[config.mk]
export PLATFORM = sky130hd
export DESIGN_NAME = input_buffer_onoff
export DESIGN_NICKNAME = d
export VERILOG_FILES = /design/src/rtl/input_buffer_onoff_pkg.sv /design/src/rtl/input_buffer_onoff_circular_fifo.sv /design/src/rtl/input_buffer_onoff.sv
export SDC_FILE = /design/constraint.sdc
export NUM_CORES = 1
export LEC_CHECK = 0
export CORE_UTILIZATION = 63
export DETAILED_ROUTE_END_ITERATION = 8
export PLACE_DENSITY = 0.85
export RECOVER_POWER = 25
export SLEW_MARGIN = 20
export SYNTH_ARGS = -nofsm -noshare
export SYNTH_HDL_FRONTEND = slang
export SYNTH_SLANG_ARGS = --single-unit
[constraint.sdc]
create_clock -name clk -period 7.4 [get_ports clk]
set_input_delay 1.48 -clock clk [delete_from_list [all_inputs] [get_ports clk]]
set_output_delay 1.48 -clock clk [all_outputs]
set_load 0.05 [all_outputs]
[src/rtl/input_buffer_onoff_pkg.sv]
// noc_params: shared NoC widths, buffer sizing defaults, flit type and on/off state encoding
package noc_params;
  localparam int FLIT_WIDTH = 32;
  localparam int BUFFER_SIZE = 8;
  localparam int OFF_THRESHOLD = 5;
  localparam int ON_THRESHOLD = 2;
  typedef logic [FLIT_WIDTH-1:0] flit_t;
  typedef enum logic {ON = 1'b0, OFF = 1'b1} onoff_state_t;
endpackage

[src/rtl/input_buffer_onoff_circular_fifo.sv]
// circular_fifo: show-ahead circular flit buffer with occupancy count
// Ports: clk, rst (async active-low), data_i/valid_i write side, read_i pop,
//        data_o head flit, empty_o, count_o occupancy, next_count_o occupancy after this edge.
module circular_fifo
  import noc_params::*;
#(
  parameter int WIDTH = 32,
  parameter int DEPTH = 8
) (
  input  logic                     clk,
  input  logic                     rst,
  input  logic [WIDTH-1:0]         data_i,
  input  logic                     valid_i,
  input  logic                     read_i,
  output logic [WIDTH-1:0]         data_o,
  output logic                     empty_o,
  output logic [$clog2(DEPTH):0]   count_o,
  output logic [$clog2(DEPTH):0]   next_count_o
);
  localparam int AW = $clog2(DEPTH);
  logic [WIDTH-1:0] mem [DEPTH];
  logic [AW-1:0] rd_ptr, wr_ptr;
  logic [AW:0] count;
  logic rd_ok, wr_ok;
  // a full FIFO still takes a write when the head leaves in the same cycle
  assign rd_ok = read_i && count != '0;
  assign wr_ok = valid_i && (count != (AW+1)'(DEPTH) || rd_ok);
  assign next_count_o = count + (AW+1)'(wr_ok) - (AW+1)'(rd_ok);
  assign data_o = mem[rd_ptr];
  assign empty_o = count == '0;
  assign count_o = count;
  always_ff @(posedge clk)
    if (wr_ok) mem[wr_ptr] <= data_i;
  always_ff @(posedge clk or negedge rst)
    if (!rst) begin
      rd_ptr <= '0;
      wr_ptr <= '0;
      count <= '0;
    end else begin
      rd_ptr <= rd_ptr + AW'(rd_ok);
      wr_ptr <= wr_ptr + AW'(wr_ok);
      count <= next_count_o;
    end
endmodule

[src/rtl/input_buffer_onoff.sv]
// input_buffer_onoff: router input-port flit FIFO with hysteresis on/off flow control
// Ports: clk, rst (async active-low), data_i/valid_i from upstream link, read_i from
//        switch-allocation grant, data_o head flit, empty_o, count_o, on_off_o (1 = may send).
// Optional: define INPUT_BUFFER_ERR_CHECK_EN to add sticky overflow_o/underflow_o.
module input_buffer_onoff
  import noc_params::*;
#(
  parameter int FLIT_WIDTH = noc_params::FLIT_WIDTH,
  parameter int BUFFER_SIZE = noc_params::BUFFER_SIZE,
  parameter int OFF_THRESHOLD = noc_params::OFF_THRESHOLD,
  parameter int ON_THRESHOLD = noc_params::ON_THRESHOLD
) (
  input  logic                           clk,
  input  logic                           rst,
  input  logic [FLIT_WIDTH-1:0]          data_i,
  input  logic                           valid_i,
  input  logic                           read_i,
  output logic [FLIT_WIDTH-1:0]          data_o,
  output logic                           empty_o,
  output logic [$clog2(BUFFER_SIZE):0]   count_o,
  output logic                           on_off_o
`ifdef INPUT_BUFFER_ERR_CHECK_EN
  ,
  output logic                           overflow_o,
  output logic                           underflow_o
`endif
);
  localparam int CW = $clog2(BUFFER_SIZE) + 1;
  // OFF must leave room for the flits already committed upstream when OFF is raised
  if (BUFFER_SIZE < 4 || (BUFFER_SIZE & (BUFFER_SIZE - 1)) != 0) begin : g_bad_size
    $error("BUFFER_SIZE must be a power of 2 and at least 4");
  end
  if (BUFFER_SIZE - OFF_THRESHOLD < 3) begin : g_bad_slack
    $error("BUFFER_SIZE - OFF_THRESHOLD must be at least 3");
  end
  if (OFF_THRESHOLD <= ON_THRESHOLD) begin : g_bad_hyst
    $error("OFF_THRESHOLD must exceed ON_THRESHOLD");
  end
  logic [CW-1:0] next_count;
  onoff_state_t state;
  circular_fifo #(.WIDTH(FLIT_WIDTH), .DEPTH(BUFFER_SIZE)) u_fifo (
    .clk(clk),
    .rst(rst),
    .data_i(data_i),
    .valid_i(valid_i),
    .read_i(read_i),
    .data_o(data_o),
    .empty_o(empty_o),
    .count_o(count_o),
    .next_count_o(next_count)
  );
  always_ff @(posedge clk or negedge rst)
    if (!rst) state <= ON;
    else state <= (state == ON && next_count >= CW'(OFF_THRESHOLD)) ? OFF :
                  (state == OFF && next_count <= CW'(ON_THRESHOLD)) ? ON : state;
  assign on_off_o = state == ON;
`ifdef INPUT_BUFFER_ERR_CHECK_EN
  logic drop, bad_read;
  assign drop = valid_i && count_o == CW'(BUFFER_SIZE) && !read_i;
  assign bad_read = read_i && empty_o;
  always_ff @(posedge clk or negedge rst)
    if (!rst) begin
      overflow_o <= 1'b0;
      underflow_o <= 1'b0;
    end else begin
      overflow_o <= overflow_o | drop;
      underflow_o <= underflow_o | bad_read;
    end
`ifndef SYNTHESIS
  always @(posedge clk)
    if (rst) begin
      assert (!drop) else $warning("input_buffer_onoff: flit dropped while full");
      assert (!bad_read) else $warning("input_buffer_onoff: read while empty");
    end
`endif
`endif
endmodule

# Word level (Yosys, flattened, before mapping)
# Memories as Yosys holds them, arrays and structs flattened.
# Cells that the tools add are included.
dict set report classes {
  n_addsub 4
  order_cmp 2
  n_eq_ne 1
  n_mux 4
  bitwise_logic 1
  n_reduce_logical 8
}
# op count
set ops {}
lappend ops {{$add 3x1->3} 2}
lappend ops {{$add 4x1->4} 1}
lappend ops {{$ge 4x3->1 const B} 1}
lappend ops {{$le 4x2->1 const B} 1}
lappend ops {{$logic_and 1x1->1} 4}
lappend ops {{$logic_not 4->1} 1}
lappend ops {{$mux 1} 4}
lappend ops {{$ne 4x4->1 const B} 1}
lappend ops {{$reduce_bool 4->1} 1}
lappend ops {{$sub 4x1->4} 1}
lappend ops {{$reduce_bool 2->1} 1}
lappend ops {{$logic_or 1x1->1} 1}
lappend ops {{$not 1->1} 1}
dict set report word_totals {
  regBits 11
  mem_bits_rw 256
  out_inout_bits 38
  word_cells 25
  mem_count 1
}
# memory words word_bits rd rd_ports_with_merged_regs wr line
set memory_table {}
lappend memory_table {u_fifo.mem 8 32 1 0 1 input_buffer_onoff_circular_fifo.sv:21} ;# logic [WIDTH-1:0] mem [DEPTH];

# Depth between registers and ports, before layout
# Gate-level depths: netlist of the first run.
dict set report depth {
  depth_word 10
  mapped_depth 12
}

# Hierarchy
# Synthesis of the first run repeated with hierarchy kept, for this count alone.
dict set report unflattened {
  cells_unflattened 427
  area_unflattened_um2 10418.7
}
# module n_inst cells_per_inst area_per_inst_um2 seq_area_each_um2
set by_module_without_submodules {}
lappend by_module_without_submodules {circular_fifo 1 421 10363.7 7937.6}
lappend by_module_without_submodules {input_buffer_onoff 1 6 55.1 25.0}

# Worst setup path before layout of the first run
# Ideal clock, no wire load.
dict set report synth_path {
  kind {input-to-reg}
  from {in read_i}
  to {mem u_fifo.mem[1][0], enable pin}
  setup_time_ns 0.461
  t_arrival_ns 4.054
  slack_ns 2.885
  stages 3
  path_buffers 0
  path_cell_list {nor2b_1 -> o211ai_1 -> nor3_1}
}
dict set report synth_between {
  elab_chain_cells 5
}
# item line
set synth_rtl {}
lappend synth_rtl {{start: declaration} input_buffer_onoff.sv:17} ;# input logic read_i,
lappend synth_rtl {{$logic_and 1x1->1} input_buffer_onoff_circular_fifo.sv:26} ;# assign rd_ok = read_i && count != '0;
lappend synth_rtl {{$logic_or 1x1->1} input_buffer_onoff_circular_fifo.sv:27} ;# assign wr_ok = valid_i && (count != (AW+1)'(DEPTH) || rd_ok);
lappend synth_rtl {{$logic_and 1x1->1} input_buffer_onoff_circular_fifo.sv:27}
lappend synth_rtl {{$mux 1} input_buffer_onoff_circular_fifo.sv:33} ;# if (wr_ok) mem[wr_ptr] <= data_i;
lappend synth_rtl {{$mux 1 (not written as such)} input_buffer_onoff_circular_fifo.sv:33}
lappend synth_rtl {{end: declaration} input_buffer_onoff_circular_fifo.sv:21}
# Every way passes these cells.

# Worst setup path after layout of the first run
dict set report layout_path {
  from {reg u_fifo.rd_ptr[0]}
  to {out data_o[2]}
}
dict set report layout_between {
  elab_chain_cells 1
}
# item line
set layout_rtl {}
lappend layout_rtl {{start: declaration} input_buffer_onoff_circular_fifo.sv:22} ;# logic [AW-1:0] rd_ptr, wr_ptr;
lappend layout_rtl {{start signal: assignment} input_buffer_onoff_circular_fifo.sv:40} ;# rd_ptr <= rd_ptr + AW'(rd_ok);
lappend layout_rtl {{$mem_v2 8x32} n/a}
lappend layout_rtl {{end: declaration} input_buffer_onoff.sv:18} ;# output logic [FLIT_WIDTH-1:0] data_o,
# Every way passes these cells.

==> results of run 1 <==
[critical path: stages (launching register included)]
cell	delay, ns
dfrtp_4	1.14
mux4_1	0.69
mux2_2	0.28
clkdlybuf4s50_1	0.71
[power by group through the flow]
stage	Clock (mW)	Combinational, mW	Sequential, mW
final	1.25	1.93	2.14
after global routing	1.33	2.03	2.17
after CTS	1.27	1.95	2.15
after detailed placement	0	1.93	2.17
after global placement	0	1.89	2.15
after floorplan	0	1.48	2.03
[cell type report]
class                      count  area (µm²)
clock buffer                  31         688
inverter                      10        37.5
sequential                   267        7970
multi-input combinational    137        2390
tap                          216         270
timing repair buffer          84         813
clock inverter                13         118
fill                         802        3770
[Yosys cell counts]
cell	number
xnor2_1	1
nor3_1	2
dfrtp_1	11
o21ai_0	1
a21o_1	1
and3_1	2
clkbuf_1	4
nor2_1	6
edfxtp_1	256
ha_1	10
fa_1	1
nor2b_1	2
or2_2	1
mux4_2	8
nand2b_1	2
o211ai_1	3
nand2_1	2
or3_1	1
mux4_1	56
buf_1	5
buf_6	7
mux2_2	32
buf_2	2
xor2_1	2
o21a_1	1
inv_1	10
or3b_2	1
a21oi_1	2
[worst paths after layout]
kind	from	end	slack, ns	depth (start not counted)
worst max-delay path	u_fifo.rd_ptr[0]	data_o[2]	2.53	3
worst min-delay path	u_fifo.wr_ptr[0]	u_fifo.wr_ptr[0]	0.54	1
worst max register to register	u_fifo.count_o[2]	u_fifo.mem[2][22]	4.69	6
worst min register to register	u_fifo.wr_ptr[0]	u_fifo.wr_ptr[0]	0.54	1
max in group asynchronous	rst	u_fifo.rd_ptr[0]	5.64	1
min in group asynchronous	rst	state	1.38	1
[state kept, by name, indices dropped and copies added, names as in the netlist]
register,flops
u_fifo.count_o,4
state,1
u_fifo.mem,256
u_fifo.rd_ptr,3
u_fifo.wr_ptr,3
[per-stage QoR]
stage | setup WS (ns) | area (µm²)
global route | 2.42 | 12300
global placement | 3.08 | 11500
detailed placement | 3.06 | 11500
CTS | 2.51 | 12300
floorplan | 2.89 | 10500
finish | 2.53 | 12300
[layer usage]
layer,vias to the layer above,global-route usage [%]
met3,42,4.64
li1,2048,-
met1,2364,31.2
met4,2,8.45
met2,180,40.1
met5,-,0
[kinds of logic after synthesis]
kind of cell	after synthesis	share of synthesized area [%]
DFF	267	76.1
muxes	96	19.2
buffers and inverters	28	1.53
and+or+nand+nor	19	0.945
adders and majority gates	11	1.39
AOI/OAI and AO/OA	8	0.503
xor gates and xnor gates	3	0.251
==> results.py, run 1 <==
metrics = {
    "status": {
        "status": "finished clean",
    },
    "clock_network": {
        "cts_root_buf": "clkbuf_16",
        "cts_hold_buf": 0,
        "clkTransAtPathRegs_ns": 0.06,
        "cts_setup_buffers": 0,
        "clk_path_buf_depth": 3,
        "cts_buffers": 25,
        "cts_sinks": 267,
        "htreeDepth": 1,
        "cts_tree": "yes",
        "clk_latency_ns": 0.51,
        "cts.repair.resized": 0,
    },
    "critical_path": {
        "crit_required_ns": 5.92,
        "crit_arrival_ns": 3.39,
        "cp-end-kind": "primary output",
        "path_class": "reg -> out",
        "crit_path_max_fanout": 65,
        "startpoint_type": "flip-flop",
    },
    "detailed_routing": {
        "routed-wl-met3_um": 1330,
        "postRouteAntennaNets": 0,
        "drt-met1-wl_um": 7480,
        "vias_per_cell": 6.12,
        "maxUsedRoutingLayer": "met5",
        "wl_met2_um": 9670,
        "drt_wl_total_um": 18900,
        "post_drt_wl_per_cell_um": 25.0,
        "drtIter0Drc": 346,
        "drc": 0,
        "vias": 4636,
        "drt_pre_antenna_iters": 4,
    },
    "final_layout": {
        "final_common_cell": "edfxtp_1",
        "drive_gt1_share_pct": 18.8,
        "fin_nets": 572,
        "instances_no_fill": 758,
        "fin_util_pct": 76.5,
        "area_delta_synth_final_pct": 17.5,
        "most-common-layout-cells": "edfxtp_1, mux4_1, clkdlybuf4s50_1, mux2_2, clkbuf_16",
        "n_antenna_cell": 0,
    },
    "placement": {
        "placedCellCount": 714,
        "numPortBuffers": 73,
        "hpwl_um": 10200,
        "place.gp.congestion": 0.779,
    },
    "power": {
        "p_comb_share_pct": 36.2,
        "leakagePower_nw": 4.16,
        "peakVddDrop_mv": 0.320,
        "switchingPower_mw": 1.85,
        "p_seq_share_pct": 40.3,
        "power_mw": 5.32,
        "p_sw_share_pct": 34.8,
        "intPower_mw": 3.46,
        "clockPowerShare_pct": 23.5,
        "power_density_nw_per_um2": 433,
    },
    "logic_synthesis": {
        "avgSynthCellArea_um2": 24.2,
        "yosysWarnings": 0,
        "synth_top_area_cell": "edfxtp_1",
        "synth_top_area_share_pct": 73.5,
        "ys_ff_latch": 267,
        "syn_inst": 432,
        "synth_cell_type_count": 28,
        "synth_nets": 479,
        "syn-cell-area_um2": 10500,
        "yosysSeqAreaShare_pct": 76.1,
        "yosys-top-cells-area": "edfxtp_1, mux4_1, mux2_2",
    },
    "timing": {
        "slew_viol_final": 0,
        "tightest_slew_ns": 1.09,
        "max_freq_mhz": 205,
        "period_share_pct": 65.8,
        "setup_viol": 0,
        "period_minus_slack_ns": 4.87,
        "rsz0062_at_grt": "no",
        "max_slew_margin_pct": 27.0,
        "hold_viol": 0,
        "finalSetupTns_ns": 0,
        "holdWs_ns": 0.538,
        "skew_ns": 0.00798,
    },
    "global_route": {
        "antenna_found_initial": 1,
        "grt_pass1_wl_um": 28500,
        "grt_overflow": 0,
        "grt_max_degree": 66,
        "grt_pass1_vias": 4951,
        "grtUsageTotal_pct": 23.7,
    },
    "floorplanning": {
        "die_area_um2": 17100,
        "core_um2": 16100,
        "fp.dieH_um": 131,
        "start_util_pct": 65.1,
        "boundaryPins": 74,
        "row_count": 46,
        "die_w_um": 131,
    },
    "worst_hold_path": {
        "min_path_type": "reg -> reg",
    },
    "flow_run": {
        "cap_violations": 0,
    },
}
(Power assumes the default switching activity.)
==> run 2: changes to the inputs <==
--- a/config.mk
+++ b/config.mk
@@ -5,9 +5,9 @@
 export SDC_FILE = /design/constraint.sdc
 export NUM_CORES = 1
 export LEC_CHECK = 0
-export CORE_UTILIZATION = 63
+export CORE_UTILIZATION = 58
 export DETAILED_ROUTE_END_ITERATION = 8
-export PLACE_DENSITY = 0.85
+export PLACE_DENSITY = 0.79
 export RECOVER_POWER = 25
 export SLEW_MARGIN = 20
 export SYNTH_ARGS = -nofsm -noshare
==> constraint.sdc (replaced) <==
create_clock -name clk -period 4.6 [get_ports clk]
set_input_delay 0.92 -clock clk [delete_from_list [all_inputs] [get_ports clk]]
set_output_delay 0.92 -clock clk [all_outputs]
set_load 0.05 [all_outputs]
==> run 2 against run 1 <==
Compared with the run above: clock power up 73%; design area up 1.4%; total power up 65%; count of clock-buffer cells in the layout down 1; critical path depth up 1; utilization down 5.3 points; sequential cell count unchanged; worst setup slack worse by 2.0 ns; register-to-register slack worse by 2.7 ns; critical endpoint is now data_o[21].
==> results.py, run 2 (same netlist as run 1, synthesis figures left out) <==
metrics = {
    "status": {
        "status": "finished clean",
    },
    "placement": {
        "place.gp.congestion": 0.731,
        "placed_cell_area_um2": 11600,
        "hpwl_um": 10400,
        "numPortBuffers": 73,
    },
    "critical_path": {
        "crit_arrival_ns": 3.11,
        "worstReg2RegStart": "u_fifo.count_o[2]",
        "r2r-end": "state",
        "crit_path_max_fanout": 38,
        "path_class": "reg -> out",
        "cp-end-kind": "primary output",
        "reg2reg_depth": 12,
        "crit_required_ns": 3.68,
        "regToRegSetupSlack_ns": 2.02,
        "startpoint_type": "flip-flop",
    },
    "floorplanning": {
        "fp.dieH_um": 136,
        "core_um2": 17500,
        "start_util_pct": 59.8,
        "row_count": 48,
        "die_w_um": 136,
        "die_area_um2": 18600,
        "boundaryPins": 74,
    },
    "detailed_routing": {
        "post_drt_wl_per_cell_um": 24.2,
        "drtIter0Drc": 311,
        "drc": 0,
        "vias_per_cell": 6.08,
        "vias": 4706,
        "postRouteAntennaNets": 0,
        "drt_wl_total_um": 18700,
        "drt_pre_antenna_iters": 4,
    },
    "final_layout": {
        "stdcell_area_um2": 12500,
        "area_delta_synth_final_pct": 19.1,
        "fin_util_pct": 71.2,
        "most-common-layout-cells": "edfxtp_1, mux4_1, clkdlybuf4s50_1, mux2_2, clkbuf_16",
        "drive_gt1_share_pct": 19.9,
        "largest_register_ffs": 256,
        "fin_nets": 577,
        "regMostFlops": "u_fifo.mem",
        "final_common_cell": "edfxtp_1",
        "n_antenna_cell": 0,
    },
    "global_route": {
        "grt_pass1_wl_um": 28100,
        "antenna_found_initial": 0,
        "grtUsageTotal_pct": 21.1,
        "grt_pass1_vias": 4954,
        "grt_overflow": 0,
        "grt_max_degree": 41,
    },
    "timing": {
        "tightest_slew_ns": 1.00,
        "hold_viol": 0,
        "period_share_pct": 87.5,
        "setup_viol": 0,
        "skew_ns": 0.0130,
        "rsz0062_at_grt": "no",
        "max_slew_margin_pct": 33.1,
        "max_freq_mhz": 248,
        "finalSetupTns_ns": 0,
        "period_minus_slack_ns": 4.03,
        "slew_viol_final": 0,
    },
    "clock_network": {
        "cts_hold_buf": 0,
        "cts_tree": "yes",
        "cts.repair.resized": 0,
        "clkTransAtPathRegs_ns": 0.06,
        "clk_path_buf_depth": 3,
        "cts_sinks": 267,
        "htreeDepth": 1,
        "clk_latency_ns": 0.53,
        "cts_buffers": 26,
        "cts_root_buf": "clkbuf_16",
        "cts_setup_buffers": 0,
    },
    "flow_run": {
        "cap_violations": 0,
    },
    "power": {
        "peakVddDrop_mv": 0.538,
        "power_mw": 8.76,
        "leakagePower_nw": 4.24,
        "power_density_nw_per_um2": 704,
    },
    "worst_hold_path": {
        "min-delay-start": "u_fifo.wr_ptr[0]",
        "hold_depth": 1,
        "holdPathEnd": "u_fifo.wr_ptr[0]",
        "min_path_type": "reg -> reg",
    },
}
run 2: cell types whose count changed in the layout (fill, tap and decap cells not counted), moves of 2 or more:
cell        delta
buf_12         +4
bufinv_16      +2
clkbuf_16      +2
clkbuf_8       -4
clkinv_2       +3
clkinvlp_4     -2
run 2: layout make-up:
type	instances	area, µm²
Sequential cell	267	7970
Fill cell	976	5020
Multi-Input combinational cell	137	2390
Timing Repair Buffer	88	893
Clock buffer	30	687
Tap cell	225	282
Clock inverter	17	194
Inverter	10	37.5
run 2: layer usage:
| metal | wire length (µm) | vias up | track usage (%) |
|---|---|---|---|
| met1 | 7410 | 2417 | 28.1 |
| met4 | 529 | 0 | 8.52 |
| met2 | 9760 | 181 | 35.6 |
| li1 | - | 2068 | - |
| met3 | 1050 | 40 | 2.83 |
| met5 | 0 | - | 0 |
run 2: how the worst max path moves through the flow:
stage                            from          endpoint  slack, ns  depth (start not counted)
floorplan           u_fifo.count_o[2]  u_fifo.mem[1][0]       0.60                          5
global placement     u_fifo.rd_ptr[0]         data_o[7]       1.18                          4
detailed placement   u_fifo.rd_ptr[0]        data_o[21]       1.12                          4
CTS                  u_fifo.rd_ptr[0]        data_o[21]       0.54                          4
global route         u_fifo.rd_ptr[0]        data_o[21]       0.50                          4
finish               u_fifo.rd_ptr[0]        data_o[21]       0.57                          4
run 2: per-stage QoR:
step                worst slack [ns]  instances  hold WS [ns]
global placement                1.18        727         0.516
global route                   0.504        774         0.591
CTS                            0.536        774         0.557
floorplan                      0.596        432         0.473
finish                         0.574        774         0.552
detailed placement              1.12        727         0.544
run 2: where the power goes:
group / internal (mW) / switching (mW)
sequential: 3.08 / 0.261
clock: 1.30 / 0.868
combinational: 1.37 / 1.89
total: 5.75 / 3.02
run 2: critical path: stages (launching register included):
cell	delay, ns
dfrtp_4	0.59
buf_12	0.31
mux4_1	0.63
mux2_2	0.32
clkdlybuf4s50_1	0.71
==> run 3: changes to the inputs <==
--- a/config.mk
+++ b/config.mk
@@ -9,6 +9,7 @@
 export DETAILED_ROUTE_END_ITERATION = 8
 export PLACE_DENSITY = 0.79
 export RECOVER_POWER = 25
+export SETUP_SLACK_MARGIN = 0.2
 export SLEW_MARGIN = 20
 export SYNTH_ARGS = -nofsm -noshare
 export SYNTH_HDL_FRONTEND = slang
==> results of run 3 <==
The final DEF is identical to that of run 2; final timing and power are the same.
